[src/rtl/taxi_qsfp_link_supervisor_if.sv]
// Status/control bundle between the QSFP link supervisor, the cage sideband and the MAC quad.
// No valid/ready handshake here: every signal is a level, sampled or driven every clock.
interface taxi_qsfp_link_supervisor_if #(
    parameter int CNT    = 4,
    parameter int FLAP_W = 16
);
    logic                  modprs_l;
    logic [CNT-1:0]        rx_status;
    logic                  clr_flap;
    logic [CNT-1:0]        lane_rst;
    logic [CNT-1:0]        link_up;
    logic                  all_up;
    logic [CNT*FLAP_W-1:0] flap_count;
    logic                  led_g;
    logic                  led_r;

    modport master (
        input  modprs_l, rx_status, clr_flap,
        output lane_rst, link_up, all_up, flap_count, led_g, led_r
    );

    modport slave (
        output modprs_l, rx_status, clr_flap,
        input  lane_rst, link_up, all_up, flap_count, led_g, led_r
    );
endinterface

[src/rtl/taxi_qsfp_link_supervisor.sv]
// Per-lane QSFP28 link bring-up sequencer: lane reset pulsing, lock timeout, link debounce, flap counting, LEDs.
// Optional retry limit with a FAILED state is enabled by defining TAXI_LINK_SUP_RETRY_LIMIT_EN.
module taxi_qsfp_link_supervisor #(
    parameter int CNT           = 4,
    parameter int TIMEOUT_CYC   = 2500000,
    parameter int RST_PULSE_CYC = 16,
    parameter int DEBOUNCE_CYC  = 1024,
    parameter int FLAP_W        = 16,
    parameter int MAX_RETRY     = 8
) (
    input  logic                        clk,
    input  logic                        rst_n,
    taxi_qsfp_link_supervisor_if.master bus,
    output logic [3*CNT-1:0]            dbg_state
);
    typedef enum logic [2:0] {
        ST_ABSENT = 3'd0,
        ST_RESET  = 3'd1,
        ST_WAIT   = 3'd2,
        ST_UP     = 3'd3,
        ST_FAILED = 3'd4
    } state_e;

    localparam int MAX_A   = (TIMEOUT_CYC > RST_PULSE_CYC) ? TIMEOUT_CYC : RST_PULSE_CYC;
    localparam int MAX_CYC = (MAX_A > DEBOUNCE_CYC) ? MAX_A : DEBOUNCE_CYC;
    localparam int TW      = $clog2(MAX_CYC + 1);

    localparam logic [TW-1:0] T_ONE        = TW'(1);
    localparam logic [TW-1:0] PULSE_LAST   = TW'(RST_PULSE_CYC - 1);
    localparam logic [TW-1:0] TIMEOUT_LAST = TW'(TIMEOUT_CYC - 1);
    localparam logic [TW-1:0] DEB_LAST     = TW'(DEBOUNCE_CYC - 1);

    logic [1:0]     prs_sync_q, prs_sync_d;
    logic [CNT-1:0] rx_meta_q, rx_meta_d;
    logic [CNT-1:0] rx_sync_q, rx_sync_d;
    logic           present;

    state_e            state_q [CNT];
    state_e            state_d [CNT];
    logic [TW-1:0]     timer_q [CNT];
    logic [TW-1:0]     timer_d [CNT];
    logic [TW-1:0]     deb_q   [CNT];
    logic [TW-1:0]     deb_d   [CNT];
    logic [FLAP_W-1:0] flap_q  [CNT];
    logic [FLAP_W-1:0] flap_d  [CNT];

    logic [CNT-1:0] lane_rst_q, lane_rst_d;
    logic [CNT-1:0] link_up_q, link_up_d;
    logic           all_up_q, all_up_d;
    logic           led_g_q, led_g_d;
    logic           led_r_q, led_r_d;

`ifdef TAXI_LINK_SUP_RETRY_LIMIT_EN
    localparam int            RW         = (MAX_RETRY > 1) ? $clog2(MAX_RETRY + 1) : 1;
    localparam logic [RW-1:0] RETRY_LAST = RW'(MAX_RETRY - 1);

    logic [RW-1:0] retry_q [CNT];
    logic [RW-1:0] retry_d [CNT];
    logic [22:0]   blink_q, blink_d;
    logic          any_failed_d;
`else
    // MAX_RETRY only matters when the retry limit is built in.
    if (MAX_RETRY < 0) begin : g_no_retry_limit
    end
`endif

    // Synced modprs_l is active-low, so the reset value 1 reads as "absent".
    assign present = ~prs_sync_q[1];

    always_comb begin
        prs_sync_d = {prs_sync_q[0], bus.modprs_l};
        rx_meta_d  = bus.rx_status;
        rx_sync_d  = rx_meta_q;

        for (int i = 0; i < CNT; i++) begin
            state_d[i] = state_q[i];
            timer_d[i] = timer_q[i];
            deb_d[i]   = deb_q[i];
            flap_d[i]  = flap_q[i];
`ifdef TAXI_LINK_SUP_RETRY_LIMIT_EN
            retry_d[i] = retry_q[i];
`endif
            case (state_q[i])
                ST_ABSENT: begin
                    if (present) begin
                        state_d[i] = ST_RESET;
                        timer_d[i] = '0;
                    end
                end
                ST_RESET: begin
                    if (timer_q[i] == PULSE_LAST) begin
                        state_d[i] = ST_WAIT;
                        timer_d[i] = '0;
                        deb_d[i]   = '0;
                    end else begin
                        timer_d[i] = timer_q[i] + T_ONE;
                    end
                end
                ST_WAIT: begin
                    deb_d[i]   = rx_sync_q[i] ? (deb_q[i] + T_ONE) : '0;
                    timer_d[i] = timer_q[i] + T_ONE;
                    // Debounce completion is tested first so it wins a tie with the timeout.
                    if (rx_sync_q[i] && (deb_q[i] == DEB_LAST)) begin
                        state_d[i] = ST_UP;
`ifdef TAXI_LINK_SUP_RETRY_LIMIT_EN
                        retry_d[i] = '0;
`endif
                    end else if (timer_q[i] == TIMEOUT_LAST) begin
                        timer_d[i] = '0;
`ifdef TAXI_LINK_SUP_RETRY_LIMIT_EN
                        retry_d[i] = retry_q[i] + RW'(1);
                        state_d[i] = (retry_q[i] == RETRY_LAST) ? ST_FAILED : ST_RESET;
`else
                        state_d[i] = ST_RESET;
`endif
                    end
                end
                ST_UP: begin
                    if (!rx_sync_q[i]) begin
                        state_d[i] = ST_WAIT;
                        timer_d[i] = '0;
                        deb_d[i]   = '0;
                        if (flap_q[i] != {FLAP_W{1'b1}}) begin
                            flap_d[i] = flap_q[i] + FLAP_W'(1);
                        end
                    end
                end
`ifdef TAXI_LINK_SUP_RETRY_LIMIT_EN
                ST_FAILED: begin
                    state_d[i] = ST_FAILED;
                end
`endif
                default: begin
                    state_d[i] = ST_ABSENT;
                end
            endcase

            // Module removal overrides every other transition.
            if (!present) begin
                state_d[i] = ST_ABSENT;
                timer_d[i] = '0;
                deb_d[i]   = '0;
`ifdef TAXI_LINK_SUP_RETRY_LIMIT_EN
                retry_d[i] = '0;
`endif
            end

            if (bus.clr_flap) begin
                flap_d[i] = '0;
            end

            lane_rst_d[i] = (state_d[i] != ST_WAIT) && (state_d[i] != ST_UP);
            link_up_d[i]  = (state_d[i] == ST_UP);
        end

        all_up_d = &link_up_d;
        led_g_d  = all_up_d;
        led_r_d  = present && !all_up_d;

`ifdef TAXI_LINK_SUP_RETRY_LIMIT_EN
        any_failed_d = 1'b0;
        for (int i = 0; i < CNT; i++) begin
            if (state_d[i] == ST_FAILED) begin
                any_failed_d = 1'b1;
            end
        end
        blink_d = blink_q + 23'd1;
        if (any_failed_d) begin
            led_r_d = blink_q[22];
        end
`endif
    end

    always_ff @(posedge clk or negedge rst_n) begin
        if (!rst_n) begin
            prs_sync_q <= 2'b11;
            rx_meta_q  <= '0;
            rx_sync_q  <= '0;
            for (int i = 0; i < CNT; i++) begin
                state_q[i] <= ST_ABSENT;
                timer_q[i] <= '0;
                deb_q[i]   <= '0;
                flap_q[i]  <= '0;
`ifdef TAXI_LINK_SUP_RETRY_LIMIT_EN
                retry_q[i] <= '0;
`endif
            end
            lane_rst_q <= '1;
            link_up_q  <= '0;
            all_up_q   <= 1'b0;
            led_g_q    <= 1'b0;
            led_r_q    <= 1'b0;
`ifdef TAXI_LINK_SUP_RETRY_LIMIT_EN
            blink_q    <= '0;
`endif
        end else begin
            prs_sync_q <= prs_sync_d;
            rx_meta_q  <= rx_meta_d;
            rx_sync_q  <= rx_sync_d;
            for (int i = 0; i < CNT; i++) begin
                state_q[i] <= state_d[i];
                timer_q[i] <= timer_d[i];
                deb_q[i]   <= deb_d[i];
                flap_q[i]  <= flap_d[i];
`ifdef TAXI_LINK_SUP_RETRY_LIMIT_EN
                retry_q[i] <= retry_d[i];
`endif
            end
            lane_rst_q <= lane_rst_d;
            link_up_q  <= link_up_d;
            all_up_q   <= all_up_d;
            led_g_q    <= led_g_d;
            led_r_q    <= led_r_d;
`ifdef TAXI_LINK_SUP_RETRY_LIMIT_EN
            blink_q    <= blink_d;
`endif
        end
    end

    for (genvar g = 0; g < CNT; g++) begin : g_lane_out
        assign dbg_state[3*g +: 3]                = state_q[g];
        assign bus.flap_count[g*FLAP_W +: FLAP_W] = flap_q[g];
    end

    assign bus.lane_rst = lane_rst_q;
    assign bus.link_up  = link_up_q;
    assign bus.all_up   = all_up_q;
    assign bus.led_g    = led_g_q;
    assign bus.led_r    = led_r_q;
endmodule

[src/flat_wrapper.sv]
// flat-port wrapper written by rule: the top's interface ports become plain ports
module taxi_qsfp_link_supervisor_flat 
#(
    parameter int CNT           = 4,
    parameter int TIMEOUT_CYC   = 2500000,
    parameter int RST_PULSE_CYC = 16,
    parameter int DEBOUNCE_CYC  = 1024,
    parameter int FLAP_W        = 16,
    parameter int MAX_RETRY     = 8
)
  (clk, rst_n, dbg_state, bus_modprs_l, bus_rx_status, bus_clr_flap, bus_lane_rst, bus_link_up, bus_all_up, bus_flap_count, bus_led_g, bus_led_r);
  taxi_qsfp_link_supervisor_if #(.CNT(CNT), .FLAP_W(FLAP_W)) bus_i ();
  input  logic clk;
  input  logic rst_n;
  output logic [3*CNT-1:0] dbg_state;
  input wire logic [$bits(bus_i.modprs_l)-1:0] bus_modprs_l;
  input wire logic [$bits(bus_i.rx_status)-1:0] bus_rx_status;
  input wire logic [$bits(bus_i.clr_flap)-1:0] bus_clr_flap;
  output wire logic [$bits(bus_i.lane_rst)-1:0] bus_lane_rst;
  output wire logic [$bits(bus_i.link_up)-1:0] bus_link_up;
  output wire logic [$bits(bus_i.all_up)-1:0] bus_all_up;
  output wire logic [$bits(bus_i.flap_count)-1:0] bus_flap_count;
  output wire logic [$bits(bus_i.led_g)-1:0] bus_led_g;
  output wire logic [$bits(bus_i.led_r)-1:0] bus_led_r;
  assign bus_i.modprs_l = bus_modprs_l;
  assign bus_i.rx_status = bus_rx_status;
  assign bus_i.clr_flap = bus_clr_flap;
  assign bus_lane_rst = bus_i.lane_rst;
  assign bus_link_up = bus_i.link_up;
  assign bus_all_up = bus_i.all_up;
  assign bus_flap_count = bus_i.flap_count;
  assign bus_led_g = bus_i.led_g;
  assign bus_led_r = bus_i.led_r;
  taxi_qsfp_link_supervisor #(.CNT(CNT), .TIMEOUT_CYC(TIMEOUT_CYC), .RST_PULSE_CYC(RST_PULSE_CYC), .DEBOUNCE_CYC(DEBOUNCE_CYC), .FLAP_W(FLAP_W), .MAX_RETRY(MAX_RETRY)) u_core (.clk(clk), .rst_n(rst_n), .bus(bus_i), .dbg_state(dbg_state));
endmodule
[config.mk]
export PLATFORM = sky130hd
export DESIGN_NAME = taxi_qsfp_link_supervisor_flat
export DESIGN_NICKNAME = d
export VERILOG_FILES = /design/src/rtl/taxi_qsfp_link_supervisor_if.sv /design/src/rtl/taxi_qsfp_link_supervisor.sv /design/src/flat_wrapper.sv
export SDC_FILE = /design/constraint.sdc
export NUM_CORES = 1
export LEC_CHECK = 0
export BUFFER_PORTS_ARGS = -buffer_cell sky130_fd_sc_hd__buf_2
export CAP_MARGIN = 30
export CORE_UTILIZATION = 40
export CTS_CLUSTER_DIAMETER = 150
export DETAILED_ROUTE_END_ITERATION = 8
export HOLD_SLACK_MARGIN = 0.03
export PLACE_DENSITY_LB_ADDON = 0.2
export RECOVER_POWER = 50
export SYNTH_ARGS = -nofsm -noshare
export SYNTH_HDL_FRONTEND = slang
export SYNTH_SLANG_ARGS = --single-unit
[constraint.sdc]
create_clock -name clk -period 4.03 [get_ports clk]
set_input_delay 0.2015 -clock clk [delete_from_list [all_inputs] [get_ports clk]]
set_output_delay 0.2015 -clock clk [all_outputs]
set_load 0.01 [all_outputs]
After elaboration in Yosys (flattened, before gate mapping)
Cells that the tools add are included.
- multiply operators: 0
- equal/unequal tests: 52
- multiplexer cells: 80
- $lt $le $gt $ge: 0
- shift-type cells: 0
- $add $sub $neg: 12
- reduce and logical (&&, ||, !) cells: 43
- bitwise gates (word level): 1
- div/mod/pow operators: 0
- operators by type and width (cell ; count):
    $mux 22 ; 32
    $pmux 22 s4 ; 4
    $pmux 22 s3 ; 4
    $mux 16 ; 16
    $add 22x1->22 const B ; 8
    $eq 22x10->1 const B ; 4
    $eq 22x22->1 const B ; 4
    $eq 22x4->1 const B ; 4
    $add 16x1->16 const B ; 4
    $ne 16x16->1 const B ; 4
    $mux 3 ; 20
    $pmux 3 s4 ; 4
    $eq 3x2->1 const B ; 12
    $ne 3x2->1 const B ; 12
    $reduce_and 3->1 ; 8
    $reduce_bool 5->1 ; 4
    $reduce_bool 2->1 ; 8
    $reduce_bool 4->1 ; 4
    $eq 3x1->1 const B ; 4
    $logic_not 3->1 ; 4
    $ne 3x1->1 const B ; 4
    $logic_and 1x1->1 ; 9
    $ne 2x2->1 const B ; 4
    $reduce_and 2->1 ; 4
    3 further kinds ; 3
- memories: 0
- bits in latches: 0
- bits of input ports: 8
- bits in read-only memories: 0
- bits in registers: 272
- logic and storage cells: 211
- RAM bits: 0
- output and inout bits: 87

Logic depth before layout (Yosys ltp)
Gate-level depths: netlist of the first run.
- word-level depth: 9
- gate-level depth with buffers: 9
- mapped depth without buffers: 7

Worst setup path after synthesis of the first run
No wires, ideal clock.
- path type: register to register
- from: register u_core.deb_q[22] (netlist bit)
- to: register u_core.deb_q[42] (netlist bit)
- cell stages (with the launch flop): 8
- data required time: 3.901 ns
- path buffers: 0
- arrival: 1.970 ns
- clock period less this slack: 2.099 ns
- slack: 1.931 ns
- setup time: 0.129 ns
- path through: dfrtp_1 -> ha_1 -> and3_1 -> nand4_1 -> nor4_1 -> a31oi_1 -> o21ai_0 -> o21ai_0
- word-level cells in the longest chain between the ends: 4
- ends and longest elaborated chain (element ; RTL line ; RTL):
    from (decl) ; taxi_qsfp_link_supervisor.sv:42 ; logic [TW-1:0] deb_q [CNT];
    from (signal, indexed assignment) ; taxi_qsfp_link_supervisor.sv:203 ; deb_q[i] <= deb_d[i];
    $add 22x1->22 ; taxi_qsfp_link_supervisor.sv:100 ; deb_d[i] = rx_sync_q[i] ? (deb_q[i] + T_ONE) : '0;
    $mux 22 ; taxi_qsfp_link_supervisor.sv:100 ;
    $pmux 22 s3 ; taxi_qsfp_link_supervisor.sv:83 ; case (state_q[i])
    $mux 22 ; taxi_qsfp_link_supervisor.sv:139 ; if (!present) begin
Every way passes these cells.
A chain may end at the register's enable or synchronous reset.

Worst setup path in the final report of the first run
- from: register u_core.timer_q[6] (netlist bit)
- to: register u_core.timer_q[11] (netlist bit)
- word-level cells in the longest chain between the ends: 5
- elaborated cells on any way between the ends: 8
- classes of those cells: 1 x add/sub; 2 x eq/ne; 5 x mux
- ends and longest elaborated chain (element ; RTL line ; RTL):
    from (decl) ; taxi_qsfp_link_supervisor.sv:40 ; logic [TW-1:0] timer_q [CNT];
    from (signal, indexed assignment) ; taxi_qsfp_link_supervisor.sv:202 ; timer_q[i] <= timer_d[i];
    $add 22x1->22 / $eq 22x22->1 (equally long branches) ; taxi_qsfp_link_supervisor.sv:96, taxi_qsfp_link_supervisor.sv:101, taxi_qsfp_link_supervisor.sv:108 ;
    $mux 22 ; taxi_qsfp_link_supervisor.sv:108 ; end else if (timer_q[i] == TIMEOUT_LAST) begin
    $mux 22 ; taxi_qsfp_link_supervisor.sv:103 ; if (rx_sync_q[i] && (deb_q[i] == DEB_LAST)) begin
    $pmux 22 s4 (*) ; taxi_qsfp_link_supervisor.sv:83 ;
    $mux 22 (*) ; taxi_qsfp_link_supervisor.sv:139 ;
Every way passes the cells marked *; elsewhere a longest branch is shown, timed or not.

==> summary.txt, run 1 <==
Final core utilization: 46.94%
WHS Endpoint: u_core.bus.flap_count[6]
Clk buf depth: 3
Hold Path Class: input pin to flip-flop
Status: finished, violations left
Total power: 0.006136 W
Nets: 1,664
Starting Density: 41.13%
Max-slew violations: 105
Initial antenna violation count: 1
Post-synth top area share: 46.39%
Fraction of layout cells with a size suffix above 1: 6.830%
R2R Path End: u_core.timer_q[11]
Clock Latency Late Sink: 0.50 ns
First-pass GRT wire length: 56,190 um
Worst path max stage delay: 0.56 ns
Avg Synthesized Cell Area: 9.185 um2
Asr flop ratio synth: 100.0%
Drt pass-1 iters: 5
Worst Path Required: 4.37 ns
Crit path kind: flip-flop to flip-flop
Setup TNS: 0 ns
Antenna diode count: 0
Largest net degree at the start of global routing: 107
#FFs+latches synth: 272
Ports: 95
Worst-path clk slew: 0.06 ns
DRT antenna net count: 0
Worst VDD drop: 0.3118 mV
Met3 GRT Util: 2.882%
Dominant cell type by area after synthesis: dfrtp_1
Average wire per standard cell: 15.94 um
Ys Warns: 0
Final wirelength: 33,850 um
Period Utilization, post-route: 70.53%
Commonest cells post-synth: dfrtp_1 (266), nor2_1 (183), nand2_1 (135)
H-tree Lvls: 2
Rows: 68
Post-route DRC: 0
Failing checks: capacitance limit, slew limit
TritonCTS clock tree: done
Sequential area share after synthesis: 47.49%
Die Y: 191.4 um
Sink Count: 272
Combinational power share: 3.0%
Vias in the first global route: 11,241
Yosys cell types: 75
Post-CTS setup buffers: 0
Root buf cell: clkbuf_16
Clock group share of total power: 51.9%
Reg-to-reg startpoint: u_core.timer_q[6]
Static Leakage: 6.740 nW
Reg2reg path depth: 6
Crit-path slowest cell: a2bb2oi_2
Met1 usage: 26.30%
Setup violators final: 0
Slew HR: -82.83%
Max Clk Rate: 351.8 MHz
Sw Share: 21.74%
Prevailing post-synth register cell: dfrtp_1
Crit. End Element: flip-flop
Sequential share of power: 45.1%
Area contributors post-synth: dfrtp_1 (46%), nor2_1 (4.8%), xor2_1 (3.8%), o21ai_0 (3.8%), nand2_1 (3.5%)
Vias/cell: 5.672
Hold buffers post-CTS: 6
Most frequent cell after synthesis: dfrtp_1
Max_cap viols: 1
Hold Path Stages: 3
GR Layer Usage met2: 29.24%
First DRT Iteration DRCs: 806
Layout area overhead: 14.13%
Core ar.: 34,880 um2
GRT busiest layer: met2
CTS Buf Count: 34
Port-buffer cells: 94
Final Wtd Congestion: 0.8399
Final-report hold violation count: 0
GR Util All Layers: 18.41%
R2R Setup Slk: 1.19 ns
Post-layout min period: 2.842 ns
Switching power total: 0.001334 W
Worst slew pin tran: 2.742 ns
Fin Clk Skew: 0.01266 ns
Worst Min Path Start: bus_clr_flap
Full die area: 36,630 um2
Crit Path Max Fanout: 16
Mapped Cells: 1,562
Cell area power density: 374.7 nW/um2
EDFF count, synth: 0
Crit start category: flip-flop
Post-CTS Resized: 0
Vias: 12,047
Die width: 191.4 um
Global route overflow: 0
Crit path cell chain: nor4_1 > nand4_1 > o21bai_1 > a2bb2oi_2 > nand2b_1 > a21boi_0
Arrival @ worst endpoint: 3.18 ns
RSZ-0062 raised after global routing: no
Dpl hpwl: 22,340 um
Post-Syn Area: 14,350 um2
Pint: 0.004802 W
==> cells in the final DEF (no fill, tap or decap), drive strengths merged, types with 5 or more instances in the layout <==
cell type / instances
a21o: 13
a21oi: 56
a22o: 11
a31oi: 35
a41oi: 5
and2: 22
and3: 38
and4: 29
buf: 23
clkbuf: 131
clkinv: 6
dfrtp: 266
dfstp: 6
dlygate4sd3: 6
ha: 12
inv: 31
nand2: 135
nand2b: 7
nand3: 99
nand3b: 8
nand4: 64
nor2: 183
nor2b: 10
nor3: 40
nor3b: 9
nor4: 33
nor4b: 15
o211ai: 8
o21ai: 128
o31ai: 32
o41ai: 6
or2: 5
or3: 11
or4: 10
xnor2: 53
xor2: 62
==> worst max-delay path: cells and delay by family (launching register included) <==
kind | cells | cell delay, ns
flops | 1 | 0.45
compound gates | 3 | 1.00
simple gates | 3 | 1.23
==> per-stage QoR <==
step	setup WS [ns]	cell area (um2)	hold WS, ns	instances
finish	1.188	16370	0.3312	2124
global placement	1.281	15230	0.2977	2056
detailed placement	1.219	15230	0.2990	2057
global route	0.6412	16370	0.3326	2124
CTS	1.209	16490	0.3118	2124
floorplan	1.931	14360	-0.09409	1565
==> cells by family after synthesis <==
family | Yosys count | synth area share (%)
flops | 272 | 47.49
other cells | 1 | 0.02614
compound gates | 337 | 14.86
fa+ha+maj | 12 | 1.046
buf+inv | 101 | 2.904
simple gates | 721 | 26.43
xor+xnor | 115 | 7.020
mux | 3 | 0.2180
==> metal layers <==
layer	share of wire [%]	up-vias
li1	-	5857
met1	49	5899
met2	45	252
met3	5.3	39
met4	1.4	0
met5	0	-
==> sequential cells by signal, summed over array words and instances (netlist names) <==
| register | flops |
|---|---|
| u_core.deb_q | 88 |
| u_core.timer_q | 88 |
| u_core.bus.flap_count | 64 |
| u_core.dbg_state | 12 |
| u_core.bus.lane_rst | 4 |
| u_core.bus.link_up | 4 |
| u_core.rx_meta_q | 4 |
| u_core.rx_sync_q | 4 |
| u_core.prs_sync_q | 2 |
| u_core.bus.all_up | 1 |
| u_core.bus.led_r | 1 |
==> worst max-delay path by stage <==
stage	from	endpoint	slack, ns
2_1_floorplan	u_core.deb_q[22]	u_core.deb_q[42]	1.93
3_3_place_gp	u_core.timer_q[6]	u_core.timer_q[11]	1.28
3_5_place_dp	u_core.timer_q[6]	u_core.timer_q[17]	1.22
4_1_cts	u_core.timer_q[6]	u_core.timer_q[17]	1.21
5_1_grt	rst_n	u_core.dbg_state[6]	0.64
6_report	u_core.timer_q[6]	u_core.timer_q[11]	1.19
==> power groups by stage <==
stage          registers [W]   logic, W  clock network [W]
2_1_floorplan        0.00281  0.0000896                  0
3_3_place_gp         0.00281   0.000190                  0
3_5_place_dp         0.00281   0.000190                  0
4_1_cts              0.00276   0.000195            0.00329
5_1_grt              0.00276   0.000213            0.00340
6_report             0.00276   0.000186            0.00319
==> cell type report <==
cell class                 instances  area, um2
clock buffer                      47       1013
clock inverter                    14      180.2
fill                            3311      18510
inverter                          31      116.4
multi-input combinational       1192       7132
sequential                       272       6814
tap                              455      569.3
timing repair buffer             113      549.3
Power figures use the tool's default switching activity.
==> run 2: changes to the inputs <==
==> constraint.sdc (replaced) <==
create_clock -name clk -period 2.7 [get_ports clk]
set_input_delay 0.135 -clock clk [delete_from_list [all_inputs] [get_ports clk]]
set_output_delay 0.135 -clock clk [all_outputs]
set_load 0.01 [all_outputs]
==> run 2 against run 1 <==
- the run still ends with capacitance limit, slew limit left
- flip-flop and latch count is the same
- first-iteration DRC count shrank 5.5%
- critical path depth grew 1
- clock skew grew 0.0014 ns
- wire length is essentially flat
- power grew 46%
- core utilization grew 0.45 points
- sequential power grew 49%
==> summary.txt, run 2 (synthesized netlist as in run 1, its figures left out) <==
Status: finished, violations left
Failing checks: capacitance limit, slew limit
Rows: 68 (unchanged)
Average wire per standard cell: 15.78 um (-1.0%)
Post-route DRC: 0 (unchanged)
Clk buf depth: 3 (unchanged)
Post-DP Area: 15,420 um2 (+1.2%)
Die width: 191.4 um (unchanged)
CTS Buf Count: 31 (-8.8%)
Full die area: 36,630 um2 (unchanged)
Post-layout min period: 2.375 ns (-0.4673 ns)
First DRT Iteration DRCs: 762 (-5.5%)
Max-slew violations: 78 (-26%)
Worst VDD drop: 0.5205 mV (+67%)
Arrival @ worst endpoint: 2.80 ns (-0.38 ns)
Buffers and inverters on the worst path: 0 (unchanged)
Final wirelength: 33,840 um (about the same)
TritonCTS clock tree: done
Area of the multi-input gates: 7128 um2 (about the same)
Largest net degree at the start of global routing: 80 (-25%)
Core ar.: 34,880 um2 (unchanged)
Pre-CTS WS: 0.3525 ns (-0.8664 ns)
H-tree Lvls: 1 (-1)
Crit start category: flip-flop
Initial antenna violation count: 0 (-1)
Worst slew pin tran: 2.154 ns (-0.5885 ns)
Dpl hpwl: 23,150 um (+3.6%)
Crit-path slowest cell: or3_1
Setup violators final: 0 (unchanged)
Final core utilization: 47.39% (+0.45 points)
Hold Path Stages: 2 (-1)
Vias/cell: 5.663 (-0.16%)
Total power: 0.008969 W (+46%)
Most frequent cells in the layout: dfrtp_1 (266), nor2_1 (183), nand2_1 (135), o21ai_0 (108), nand3_1 (98)
Post-CTS setup buffers: 0 (unchanged)
Global route overflow: 0 (unchanged)
GR Util All Layers: 18.88% (+0.46 points)
Max Clk Rate: 421.0 MHz (+20%)
Fill cells: 3,339 (+0.85%)
Hold Path Class: input pin to flip-flop
RSZ-0062 raised after global routing: no
Drt pass-1 iters: 5 (unchanged)
Post-CTS Resized: 0 (unchanged)
Critical path depth: 7 (+1)
Period Utilization, post-route: 87.97% (+17 points)
Port-buffer cells: 94 (unchanged)
DRT antenna net count: 0 (unchanged)
Final-report hold violation count: 0 (unchanged)
Layout area overhead: 15.23%
Hold buffers post-CTS: 6 (unchanged)
Crit Path Max Fanout: 12 (-4)
Root buf cell: clkbuf_16
First-pass GRT wire length: 58,230 um (+3.6%)
Cell area power density: 542.5 nW/um2 (+45%)
Vias in the first global route: 11,623 (+3.4%)
Reg2reg path depth: 7 (+1)
Fraction of layout cells with a size suffix above 1: 10.83% (+4.0 points)
Die Y: 191.4 um (unchanged)
Setup TNS: 0 ns (unchanged)
Crit path cell chain: ha_1 > nand4_1 > or3_1 > a211oi_1 > o22ai_1 > nand2_1 > o21ai_0
Sink Count: 272 (unchanged)
Setup ws final: 0.3249 ns (-0.8627 ns)
Fin Clk Skew: 0.01403 ns (+0.001375 ns)
Fin area: 16,530 um2 (+0.96%)
Clock Latency Late Sink: 0.57 ns (+0.07 ns)
Ports: 95 (unchanged)
Reg area: 6814 um2 (unchanged)
Worst-path clk slew: 0.06 ns (about the same)
Final Wtd Congestion: 0.8546 (+1.8%)
Slew HR: -43.60% (+39 points)
Vias: 12,147 (+0.83%)
Crit path kind: flip-flop to flip-flop
Commonest non-fill, non-tap cell in the layout: dfrtp_1
Nets: 1,685 (+1.3%)
Static Leakage: 7.037 nW (+4.4%)
Worst Path Required: 3.13 ns (-1.24 ns)
Worst path max stage delay: 0.46 ns (-0.10 ns)
Crit. End Element: flip-flop
Starting Density: 41.13% (unchanged)
Max_cap viols: 1 (unchanged)
Antenna diode count: 0 (unchanged)
CP top delay family: simple AND/OR/NAND/NOR gates
## run 2: cell count changes in the layout (fill, tap and decap cells not counted), sizes merged
cell / delta
clkbuf: -50
buf: +70
inv: +1
clkinvlp: -4
clkinv: +2
bufinv: +2
## run 2: routing by layer
metal,wire (um),global-route usage (%)
met5,0,0
met2,15440,30.50
met4,636,4.121
met3,1456,2.552
met1,16310,26.82
## run 2: final cells by class
type / count / share of cell area, %
Timing Repair Buffer: 137 / 4.798
Clock inverter: 15 / 1.453
Inverter: 31 / 0.7039
Tap cell: 455 / 3.444
Sequential cell: 272 / 41.22
Clock buffer: 43 / 5.268
Multi-Input combinational cell: 1192 / 43.12
## run 2: power breakdown
group          total [W]  leakage, nW  internal (W)  switching (W)
Clock            0.00455        0.552       0.00282        0.00173
Combinational   0.000293         2.74     0.0000724       0.000221
Sequential       0.00412         3.75       0.00410      0.0000278
## run 2: worst paths after layout
kind / start / end / slack (ns)
hold / removal: bus_clr_flap / u_core.bus.flap_count[30] / 0.13
setup reg to reg: u_core.timer_q[66] / u_core.timer_q[83] / 0.32
setup / recovery: u_core.timer_q[66] / u_core.timer_q[83] / 0.32
max in group asynchronous: rst_n / u_core.timer_q[1] / 0.49
hold reg to reg: u_core.rx_meta_q[2] / u_core.rx_sync_q[2] / 0.35
min in group asynchronous: rst_n / u_core.bus.flap_count[6] / 0.72
## run 2: through the flow
stage	instances	hold slack, ns
floorplan	1565	-0.1606
global placement	2081	0.1848
detailed placement	2081	0.1809
CTS	2145	0.1143
global route	2145	0.1460
finish	2145	0.1277
==> run 3: changes to the inputs <==
--- a/config.mk
+++ b/config.mk
@@ -7,7 +7,7 @@
 export LEC_CHECK = 0
 export BUFFER_PORTS_ARGS = -buffer_cell sky130_fd_sc_hd__buf_2
 export CAP_MARGIN = 30
-export CORE_UTILIZATION = 40
+export CORE_UTILIZATION = 35
 export CTS_CLUSTER_DIAMETER = 150
 export DETAILED_ROUTE_END_ITERATION = 8
 export HOLD_SLACK_MARGIN = 0.03
==> run 3 against run 2 <==
- final area grew 1.1%
- die area grew 14%
- sequential power is essentially flat
- setup slack lost 0.078 ns
- global-route usage shrank 2.0 points
- non-clock buffer count grew 4
- power grew 4.5%
- the run now ends clean
- sequential share of layout area shrank 0.43 points
- via count grew 0.45%
- count of clock-buffer cells in the layout grew 6
- clock skew grew 0.0020 ns
==> summary.txt, run 3 (synthesized netlist as in run 1, its figures left out) <==
Port-buffer cells: 94 (unchanged)
Vias: 12,202 (+0.45%)
Worst Path Required: 3.11 ns (-0.02 ns)
Final Wtd Congestion: 0.8600 (+0.63%)
Worst slew pin tran: 1.047 ns (-1.107 ns)
Worst-path clk slew: 0.06 ns (about the same)
Slew HR: 30.18% (+74 points)
Worst VDD drop: 0.3910 mV (-25%)
Sink Count: 272 (unchanged)
TritonCTS clock tree: done
Setup violators final: 0 (unchanged)
Most frequent cells in the layout: dfrtp_1 (266), nor2_1 (183), nand2_1 (135), o21ai_0 (108), nand3_1 (98)
DRT antenna net count: 0 (unchanged)
Nets: 1,693 (+0.47%)
WHS: 0.09795 ns (-0.02970 ns)
Worst Setup SP: u_core.timer_q[50]
Die width: 204.5 um (+6.8%)
Crit Path Max Fanout: 15 (+3)
Core ar.: 40,100 um2 (+15%)
Root buf cell: clkbuf_16
Post-route DRC: 0 (unchanged)
Drt pass-1 iters: 6 (+1)
Fraction of layout cells with a size suffix above 1: 8.304% (-2.5 points)
Arrival @ worst endpoint: 2.87 ns (+0.07 ns)
RSZ-0062 raised after global routing: no
Clock Latency Late Sink: 0.52 ns (-0.05 ns)
Crit path kind: flip-flop to flip-flop
Clk buf depth: 3 (unchanged)
Max_cap viols: 0 (-1)
Starting Density: 35.78% (-5.3 points)
Status: complete, no violations
Static Leakage: 6.906 nW (-1.9%)
Reg-to-reg startpoint: u_core.timer_q[50]
WHS Endpoint: u_core.bus.flap_count[14]
Vias in the first global route: 11,687 (+0.55%)
Hold Path Stages: 2 (unchanged)
Max-slew violations: 0 (-100%)
Average wire per standard cell: 15.71 um (-0.45%)
Worst Min Path Start: bus_clr_flap
Reg2reg path depth: 7 (unchanged)
Final-report hold violation count: 0 (unchanged)
Vias/cell: 5.489 (-3.1%)
R2R Path End: u_core.timer_q[58]
Cell area power density: 561.0 nW/um2 (+3.4%)
Setup TNS: 0 ns (unchanged)
Full die area: 41,810 um2 (+14%)
Commonest non-fill, non-tap cell in the layout: dfrtp_1
Layout area overhead: 16.45%
GR Util All Layers: 16.91% (-2.0 points)
Fill cells: 3,976 (+19%)
Max Clk Rate: 407.6 MHz (-3.2%)
Dpl hpwl: 23,250 um (+0.45%)
Hold Path Class: input pin to flip-flop
Crit start category: flip-flop
Antenna diode count: 0 (unchanged)
R2R Setup Slk: 0.25 ns (-0.08 ns)
First DRT Iteration DRCs: 737 (-3.3%)
Rows: 73 (+7.4%)
Post-layout min period: 2.454 ns (+0.07845 ns)
Fin Clk Skew: 0.01605 ns (+0.002014 ns)
Largest net degree at the start of global routing: 80 (unchanged)
First-pass GRT wire length: 59,010 um (+1.3%)
Ports: 95 (unchanged)
Period Utilization, post-route: 90.87% (+2.9 points)
Initial antenna violation count: 1 (+1)
Final wirelength: 34,910 um (+3.2%)
Post-CTS setup buffers: 0 (unchanged)
Global route overflow: 0 (unchanged)
CTS Buf Count: 35 (+13%)
H-tree Lvls: 2 (+1)
Die Y: 204.5 um (+6.8%)
Crit. End Element: flip-flop
Final core utilization: 41.67% (-5.7 points)
-- run 3: cell count changes in the layout (fill, tap and decap cells not counted), sizes merged --
cell and delta:
inv -1, buf -45, clkbuf +53, bufinv -1, dlygate4sd3 +2, clkinv -1
clkinvlp +1
-- run 3: per-stage QoR --
stage / power, W / instance area, um2 / setup slack, ns / instances
3_3_place_gp: 0.004492 / 15530 / 0.3894 / 2153
5_1_grt: 0.009742 / 16710 / 0.02863 / 2223
4_1_cts: 0.009554 / 16850 / 0.2861 / 2223
2_1_floorplan: 0.004323 / 14360 / 0.6014 / 1565
3_5_place_dp: 0.004494 / 15530 / 0.3111 / 2153
6_report: 0.009373 / 16710 / 0.2464 / 2223
-- run 3: area by class of cell --
cell class | count | area (um2) | share of cell area, %
Multi-Input combinational cell | 1192 | 7131 | 42.68
Clock buffer | 49 | 1051 | 6.291
Timing Repair Buffer | 141 | 745.7 | 4.463
Tap cell | 525 | 656.9 | 3.932
Sequential cell | 272 | 6814 | 40.78
Clock inverter | 13 | 192.7 | 1.153
Inverter | 31 | 116.4 | 0.6965
-- run 3: how the worst max path moves through the flow --
stage / endpoint / cells past startpoint
after CTS: u_core.timer_q[53] / 6
after detailed placement: u_core.timer_q[58] / 7
after global placement: u_core.timer_q[58] / 7
final: u_core.timer_q[58] / 7
after floorplan: u_core.deb_q[42] / 7
after global routing: u_core.rx_meta_q[2] / 4
-- run 3: critical path, cell delays in order, from the launching register on --
cell       delay (ns)
dfrtp_1          0.45
nor4_1           0.43
nand4_1          0.24
o21bai_1         0.29
a2bb2oi_2        0.38
buf_4            0.28
o31ai_1          0.10
a21o_1           0.19
-- run 3: timing repair --
item,CTS,global route
gates resized for setup,0,1
endpoints found under the setup margin,0,1
hold buffers,8,0
hold endpoints to repair,272,0
-- run 3: layer usage --
layer / share of wire, % / track usage (%) / up-vias
li1: - / - / 5925
met1: 49 / 23.96 / 5969
met2: 44 / 26.54 / 265
met3: 4.9 / 2.822 / 43
met4: 1.9 / 4.531 / 0
met5: 0 / 0 / -
-- run 3: power by group --
part | switching [W] | leakage (nW) | total, W | internal (W)
registers | 0.0000259 | 3.75 | 0.00412 | 0.00410
clock network | 0.00177 | 0.616 | 0.00496 | 0.00319
logic | 0.000224 | 2.54 | 0.000290 | 0.0000657
total | 0.00202 | 6.91 | 0.00937 | 0.00735
